<file path="config.mk">
export PLATFORM = sky130hd
export DESIGN_NAME = spi_arbiter
export DESIGN_NICKNAME = d
export VERILOG_FILES = /design/src/rtl/spi_arbiter.sv
export SDC_FILE = /design/constraint.sdc
export NUM_CORES = 1
export LEC_CHECK = 0
export ABC_AREA = 1
export CAP_MARGIN = 20
export CORE_ASPECT_RATIO = 2
export CORE_UTILIZATION = 35
export CTS_BUF_LIST = sky130_fd_sc_hd__clkbuf_4
export DETAILED_ROUTE_END_ITERATION = 8
export DONT_BUFFER_PORTS = 1
export HOLD_SLACK_MARGIN = 0.12
export PLACE_DENSITY = 0.47
export SETUP_SLACK_MARGIN = 0.1
export SKIP_CTS_REPAIR_TIMING = 1
export SLEW_MARGIN = 20
export SYNTH_ARGS = -nofsm -noshare
export SYNTH_HDL_FRONTEND = slang
export SYNTH_SLANG_ARGS = --single-unit
</file>
<file path="constraint.sdc">
create_clock -name clk -period 3.3 [get_ports clk]
set_input_delay 0.66 -clock clk [delete_from_list [all_inputs] [get_ports clk]]
set_output_delay 0.66 -clock clk [all_outputs]
set_load 0.005 [all_outputs]
</file>
<file path="src/rtl/spi_arbiter.sv">
// Round-robin arbiter sharing one SPI master between NUM_REQ requesters.
// Optional BUSY watchdog: define SPI_ARB_TIMEOUT_EN to build the TIMEOUT counter and err reporting.
module spi_arbiter #(
  parameter int NUM_REQ = 4,
  parameter int TIMEOUT = 4096
) (
  input  logic                 clk,
  input  logic                 rst,
  input  logic [NUM_REQ-1:0]    req,
  input  logic [NUM_REQ*32-1:0] req_wdata,
  input  logic [NUM_REQ*7-1:0]  req_bits,
  output logic [NUM_REQ-1:0]    ack,
  output logic [31:0]           rdata,
  output logic                  err,
  output logic                  busy,
  output logic [31:0]           spi_data,
  output logic [6:0]            spi_bits,
  output logic                  spi_valid,
  input  logic [31:0]           spi_rdata,
  input  logic                  spi_done,
  input  logic                  spi_cs,
  output logic [NUM_REQ-1:0]    dev_cs
);
  localparam int IDX_W = $clog2(NUM_REQ);

  if (NUM_REQ < 2 || NUM_REQ > 8 || TIMEOUT < 1) begin : g_bad_param
    $error("spi_arbiter: NUM_REQ must be 2..8 and TIMEOUT must be at least 1");
  end

  typedef enum logic [2:0] {S_IDLE, S_LAUNCH, S_BUSY, S_DONE, S_GAP} state_t;

  state_t           state_q, state_d;
  logic [IDX_W-1:0] owner_q, owner_d;
  logic [IDX_W-1:0] rr_ptr_q, rr_ptr_d;
  logic [31:0]      spi_data_q, spi_data_d;
  logic [6:0]       spi_bits_q, spi_bits_d;
  logic [31:0]      rdata_q, rdata_d;
  logic             launch_ph_q, launch_ph_d;
  logic             timeout_hit;

  logic [31:0]      wdata_arr [NUM_REQ];
  logic [6:0]       bits_arr  [NUM_REQ];
  logic             grant_vld;
  logic [IDX_W-1:0] grant_idx;
  logic [IDX_W-1:0] cand_idx;
  int               cand;

  for (genvar i = 0; i < NUM_REQ; i++) begin : g_slice
    assign wdata_arr[i] = req_wdata[32*i +: 32];
    assign bits_arr[i]  = req_bits[7*i +: 7];
  end

  // Scan from the highest offset down so the lowest offset from rr_ptr wins.
  always_comb begin
    grant_vld = 1'b0;
    grant_idx = '0;
    cand      = 0;
    cand_idx  = '0;
    for (int k = NUM_REQ - 1; k >= 0; k--) begin
      cand     = (int'(rr_ptr_q) + k) % NUM_REQ;
      cand_idx = IDX_W'(cand);
      if (req[cand_idx]) begin
        grant_vld = 1'b1;
        grant_idx = cand_idx;
      end
    end
  end

  always_comb begin
    state_d     = state_q;
    owner_d     = owner_q;
    rr_ptr_d    = rr_ptr_q;
    spi_data_d  = spi_data_q;
    spi_bits_d  = spi_bits_q;
    rdata_d     = rdata_q;
    launch_ph_d = 1'b0;
    unique case (state_q)
      S_IDLE: begin
        if (grant_vld) begin
          owner_d    = grant_idx;
          spi_data_d = wdata_arr[grant_idx];
          spi_bits_d = bits_arr[grant_idx];
          state_d    = S_LAUNCH;
        end
      end
      S_LAUNCH: begin
        launch_ph_d = 1'b1;
        if (launch_ph_q) begin
          launch_ph_d = 1'b0;
          state_d     = S_BUSY;
        end
      end
      S_BUSY: begin
        // A done arriving on the expiry cycle still counts as success.
        if (spi_done) begin
          rdata_d = spi_rdata;
          state_d = S_DONE;
        end else if (timeout_hit) begin
          rdata_d = '0;
          state_d = S_DONE;
        end
      end
      S_DONE: begin
        rr_ptr_d = (int'(owner_q) == NUM_REQ - 1) ? '0 : owner_q + 1'b1;
        state_d  = S_GAP;
      end
      S_GAP:   state_d = S_IDLE;
      default: state_d = S_IDLE;
    endcase
  end

  always_ff @(posedge clk or posedge rst) begin
    if (rst) begin
      state_q     <= S_IDLE;
      owner_q     <= '0;
      rr_ptr_q    <= '0;
      spi_data_q  <= '0;
      spi_bits_q  <= '0;
      rdata_q     <= '0;
      launch_ph_q <= 1'b0;
    end else begin
      state_q     <= state_d;
      owner_q     <= owner_d;
      rr_ptr_q    <= rr_ptr_d;
      spi_data_q  <= spi_data_d;
      spi_bits_q  <= spi_bits_d;
      rdata_q     <= rdata_d;
      launch_ph_q <= launch_ph_d;
    end
  end

`ifdef SPI_ARB_TIMEOUT_EN
  localparam int CNT_W = $clog2(TIMEOUT + 1);

  logic [CNT_W-1:0] to_cnt_q, to_cnt_d;
  logic             err_q, err_d;

  // Held at zero outside BUSY, so the first BUSY cycle always sees zero.
  always_comb begin
    to_cnt_d = '0;
    if (state_q == S_BUSY) to_cnt_d = to_cnt_q + 1'b1;
    err_d = (state_q == S_BUSY) && !spi_done && timeout_hit;
  end

  assign timeout_hit = (state_q == S_BUSY) && (to_cnt_q == CNT_W'(TIMEOUT - 1));

  always_ff @(posedge clk or posedge rst) begin
    if (rst) begin
      to_cnt_q <= '0;
      err_q    <= 1'b0;
    end else begin
      to_cnt_q <= to_cnt_d;
      err_q    <= err_d;
    end
  end

  assign err = err_q;
`else
  assign timeout_hit = 1'b0;
  assign err         = 1'b0;
`endif

  assign busy      = (state_q == S_LAUNCH) || (state_q == S_BUSY) || (state_q == S_DONE);
  assign spi_valid = (state_q == S_LAUNCH);
  assign spi_data  = spi_data_q;
  assign spi_bits  = spi_bits_q;
  assign rdata     = rdata_q;

  always_comb begin
    ack    = '0;
    dev_cs = '1;
    for (int i = 0; i < NUM_REQ; i++) begin
      ack[i] = (state_q == S_DONE) && (owner_q == IDX_W'(i));
      if (!rst && busy && (owner_q == IDX_W'(i))) dev_cs[i] = spi_cs;
    end
  end
endmodule

</file>
Yosys cells after proc, flatten, opt, wreduce, memory -nomap -nowiden. Cells that the tools add are included.

Add/subtract/negate cells: 4. Multiplexer cells: 33. Bitwise gates (word level): 1. $lt $le $gt $ge: 5. Reductions and logical operators: 17. Equal/unequal tests: 10.

Operator list (count): $bmux 32 s2 (1); $mux 32 (2); $bmux 7 s2 (1); $mux 1 (14); $mux 7 (2); $lt 2x3->1 const B (4); $pmux 3 s4 (1); $mux 2 (5); $logic_and 1x1->1 (9); $mux 3 (3); $bmux 1 s2 (4); $eq 3x2->1 const B (2); $add 2x1->2 const B (2); $add 2x2->2 const B (2); $eq 2x1->1 const B (2); $eq 2x2->1 const B (2); $ne 2x2->1 const B (2); $reduce_and 2->1 (2); $eq 3x1->1 const B (1); $ge 3x3->1 const B (1); $logic_not 3->1 (1); $not 2->3 (1); $reduce_and 3->1 (1); $logic_not 2->1 (1); 3 further kinds (4).

Flip-flop bits (word level): 79.

Longest topological paths before layout.
Depth in word-level cells: 11. Mapped depth: 16.

Worst setup path after synthesis. No wires, ideal clock.

Path type: reg2out. Start point: register state_q[1]. End point: output dev_cs[0]. Stages on the path, launching flop included: 6. Arrival time: 1.332 ns. Slack: 1.308 ns. Cells stage by stage: dfrtp_1 -> inv_1 -> nor3_1 -> inv_1 -> a21oi_1 -> nand3_1.

Longest elaborated chain between the ends: 6.

Ends and longest elaborated chain: start: declaration (line 32) `state_t state_q, state_d;`; start signal: assignment (line 122) `state_q <= state_d;`; $eq 3x1->1 / $eq 3x2->1 (equally long branches) (line 163) `assign busy = (state_q == S_LAUNCH) || (state_q == S_BUSY) || (state_q == S_DONE);`; $logic_or 1x1->1 (line 163); $logic_or 1x1->1 (*) (line 163); $logic_and 1x1->1 (*) (2 in series) (line 174) `if (!rst && busy && (owner_q == IDX_W'(i))) dev_cs[i] = spi_cs;`; $mux 1 (*) (line 174); end: declaration (line 22) `output logic [NUM_REQ-1:0] dev_cs`.

Mark *: on every way between the ends. The rest lies on a longest branch, timed or not.

Worst setup path after layout.
Start point: register state_q[1]. End point: output dev_cs[2].

The elaborated chain is that of the path after synthesis.

==> impl_metrics.sql <==
INSERT INTO impl_metrics (metric_group, metric, value, unit) VALUES
('grt', 'antenna_found_initial', '2', ''),
('clock_network', 'cts_sinks', '79', ''),
('clock_network', 'cell_at_the_root_of_the_clock_tree', 'clkbuf_4', ''),
('clock_network', 'cts-root-to-sink-buffers', '2', ''),
('detailed_routing', 'first_pass_iteration_count_of_the_detailed_router', '7', ''),
('floorplanning', 'die_y', '165.6', 'um'),
('critical_path', 'endpoint_kind', 'output pin', ''),
('final_layout', 'syn_to_final_growth', '4.273', '%'),
('logic_synthesis', 'post_synth_edffs', '0', ''),
('clock_network', 'tritoncts', 'yes', ''),
('detailed_routing', 'drt_iter0_markers', '239', ''),
('status', 'violations', 'DRC', ''),
('logic_synthesis', 'synth_cell_type_count', '29', ''),
('power_and_ir_drop', 'power_leakage', '2.409', 'nW'),
('timing', 'fmax', '359.0', 'MHz'),
('grt', 'grt_pass1_vias', '4149', ''),
('detailed_routing', 'avgRoutedWirePerCell', '18.69', 'um'),
('final_layout', 'nFillCells', '1368', ''),
('detailed_routing', 'route.detailed.drc', '38', ''),
('power_and_ir_drop', 'internal_power', '0.002804', 'W'),
('logic_synthesis', 'syn-cell-area', '4684', 'um2'),
('place', 'number_of_port_buffers', '0', ''),
('logic_synthesis', 'yosys.area.top_type', 'dfrtp_1', ''),
('detailed_routing', 'wirelength_met1', '5104', 'um'),
('final_layout', 'final_core_area_utilization', '37.38', '%'),
('power_and_ir_drop', 'power.switching_fraction', '52.38', '%'),
('power_and_ir_drop', 'pwr_dens', '1205', 'nW/um2'),
('critical_path', 'timing.reg2reg.worst_path_depth', '13', ''),
('logic_synthesis', 'synth-async-reset-ratio', '100.0', '%'),
('timing', 'worst_slew_margin_rel', '49.92', '%'),
('timing', 'totalNegativeSetupSlack', '0', 'ns'),
('logic_synthesis', 'synth.avg_cell_area', '7.400', 'um2'),
('timing', 'worst-slew-pin-transition', '0.7512', 'ns'),
('clock_network', 'clkTransAtPathRegs', '0.16', 'ns'),
('final_layout', 'post_route_cells_drive_above_1_share', '11.97', '%'),
('floorplanning', 'floorplan.initialDensity', '35.85', '%'),
('grt', 'grt_max_degree', '64', ''),
('power_and_ir_drop', 'share_of_power_burned_in_registers', '32.2', '%'),
('place', 'post-dp-hpwl', '10720', 'um'),
('logic_synthesis', 'most_frequent_cell_after_synthesis', 'nand2_1', ''),
('timing', 'clock-skew-final', '0.02375', 'ns'),
('floorplanning', 'die_area', '13880', 'um2'),
('critical_path', 'arrival', '2.13', 'ns'),
('timing', 'hold_viol_final', '0', ''),
('status', 'outcome', 'complete, but fails checks', ''),
('logic_synthesis', 'synthesis.instances', '633', ''),
('grt', 'grt.total_usage', '20.69', '%'),
('timing', 'report.final.slew_viol_count', '0', ''),
('critical_path', 'worst-path-max-fanout', '6', ''),
('detailed_routing', 'ant_nets', '0', ''),
('floorplanning', 'floorplan.die.width', '83.81', 'um'),
('detailed_routing', 'via_count', '4279', ''),
('detailed_routing', 'vias_per_cell', '5.543', ''),
('logic_synthesis', 'synth_top_cell_area_share', '42.20', '%'),
('critical_path', 'worst_path_max_delay_cell', 'nor3_1', ''),
('run', 'max_cap_violations', '0', ''),
('timing', 'setup_viol_count_final', '0', ''),
('timing', 'final_period_minus_worst_setup_slack', '2.786', 'ns'),
('final_layout', 'design.final.nets', '813', ''),
('logic_synthesis', 'syn_nets', '833', ''),
('hold_path', 'type_of_the_worst_min_delay_path', 'in2async', ''),
('power_and_ir_drop', 'clock_power_share', '9.5', '%'),
('floorplanning', 'num_rows', '59', ''),
('floorplanning', 'placeableCoreArea', '13070', 'um2'),
('logic_synthesis', 'synth_seq_cells', '79', ''),
('critical_path', 'critical_path.reg2reg.endpoint', 'spi_data[31]', ''),
('place', 'place_inst', '754', ''),
('detailed_routing', 'met2_wirelength', '7589', 'um'),
('critical_path', 'critPathRequiredTime', '2.64', 'ns'),
('grt', 'overflow', '0', ''),
('critical_path', 'critPathMaxStageDelay', '0.49', 'ns');
## worst max path at each step
| stage | from | endpoint | slack, ns | cells after the start |
|---|---|---|---|---|
| after floorplan | rst | launch_ph_q | 0.62 | 1 |
| after global placement | req[1] | spi_data[14] | 0.92 | 14 |
| after detailed placement | req[1] | spi_data[31] | 0.84 | 13 |
| after CTS | state_q[1] | dev_cs[2] | 0.46 | 5 |
| after global routing | state_q[1] | dev_cs[3] | 0.30 | 5 |
| final | state_q[1] | dev_cs[2] | 0.51 | 5 |
## power by group through the flow
stage	Combinational [W]	Sequential, W	Clock [W]
floorplan	0.00288	0.00176	0
global placement	0.00339	0.00193	0
detailed placement	0.00348	0.00192	0
CTS	0.00348	0.00191	0.000598
global route	0.00393	0.00195	0.000623
finish	0.00343	0.00190	0.000558
## critical path, delay by kind of cell (launching register included)
| family | cells | cell delay [ns] |
|---|---|---|
| DFF | 1 | 0.43 |
| buffers and inverters | 2 | 0.29 |
| AOI/OAI and AO/OA | 1 | 0.31 |
| and+or+nand+nor | 2 | 0.66 |
## registers in the layout, summed over array words and instances, names as in the netlist
register and count:
rdata 32, spi_data 32, spi_bits 7, state_q 3, owner_q 2, rr_ptr_q 2
launch_ph_q 1
## per-stage QoR
step,worst slack (ns),power (W),area (um2)
after floorplan,0.6166,0.004639,4684
after global placement,0.9225,0.005313,4750
after detailed placement,0.8397,0.005400,4750
after CTS,0.4601,0.005984,4880
after global routing,0.2956,0.006509,4885
final,0.5143,0.005888,4885
## placed cells by master (no fill, tap or decap), types with 2 or more instances in the layout
| cell | instances |
|---|---|
| nand2_1 | 182 |
| nand3_1 | 163 |
| dfrtp_1 | 79 |
| nor2_1 | 53 |
| inv_1 | 35 |
| mux2_2 | 32 |
| or2_0 | 11 |
| clkbuf_4 | 9 |
| buf_4 | 7 |
| inv_2 | 6 |
| o21ai_0 | 5 |
| nand2_2 | 4 |
| ha_1 | 4 |
| a21oi_1 | 3 |
| or2_2 | 3 |
| inv_6 | 3 |
| diode_2 | 2 |
| nand3_2 | 2 |
| nor3_1 | 2 |
| clkinv_4 | 2 |
## layout make-up
type | count | area [um2] | share of cell area (%)
multi-input cells | 472 | 2347 | 48.05
flip-flops and latches | 79 | 1977 | 40.47
well taps | 152 | 190.2 | 3.893
inverters | 43 | 162.7 | 3.330
repair buffers | 8 | 72.57 | 1.486
clock buffers | 9 | 67.56 | 1.383
clock inverters | 7 | 62.56 | 1.281
diodes | 2 | 5.005 | 0.1025
## per-layer routing
layer  GRT usage, %  up-vias
met2          36.99      255
met4          10.19        0
met5              0        -
met1          22.50     1981
li1               -     2006
met3          4.883       37
## kinds of logic (layout without fill, tap and decap cells)
logic type,after synthesis,count (layout),synth area share [%]
AOI/OAI and AO/OA,10,10,1.122
buffers and inverters,82,67,7.692
other,1,3,0.08005
xor gates and xnor gates,1,1,0.1870
DFF,79,79,42.20
adders and majority gates,4,4,1.068
and+or+nand+nor,424,424,39.96
muxes,32,32,7.692
Note: power is estimated with default switching activity, not from simulation.
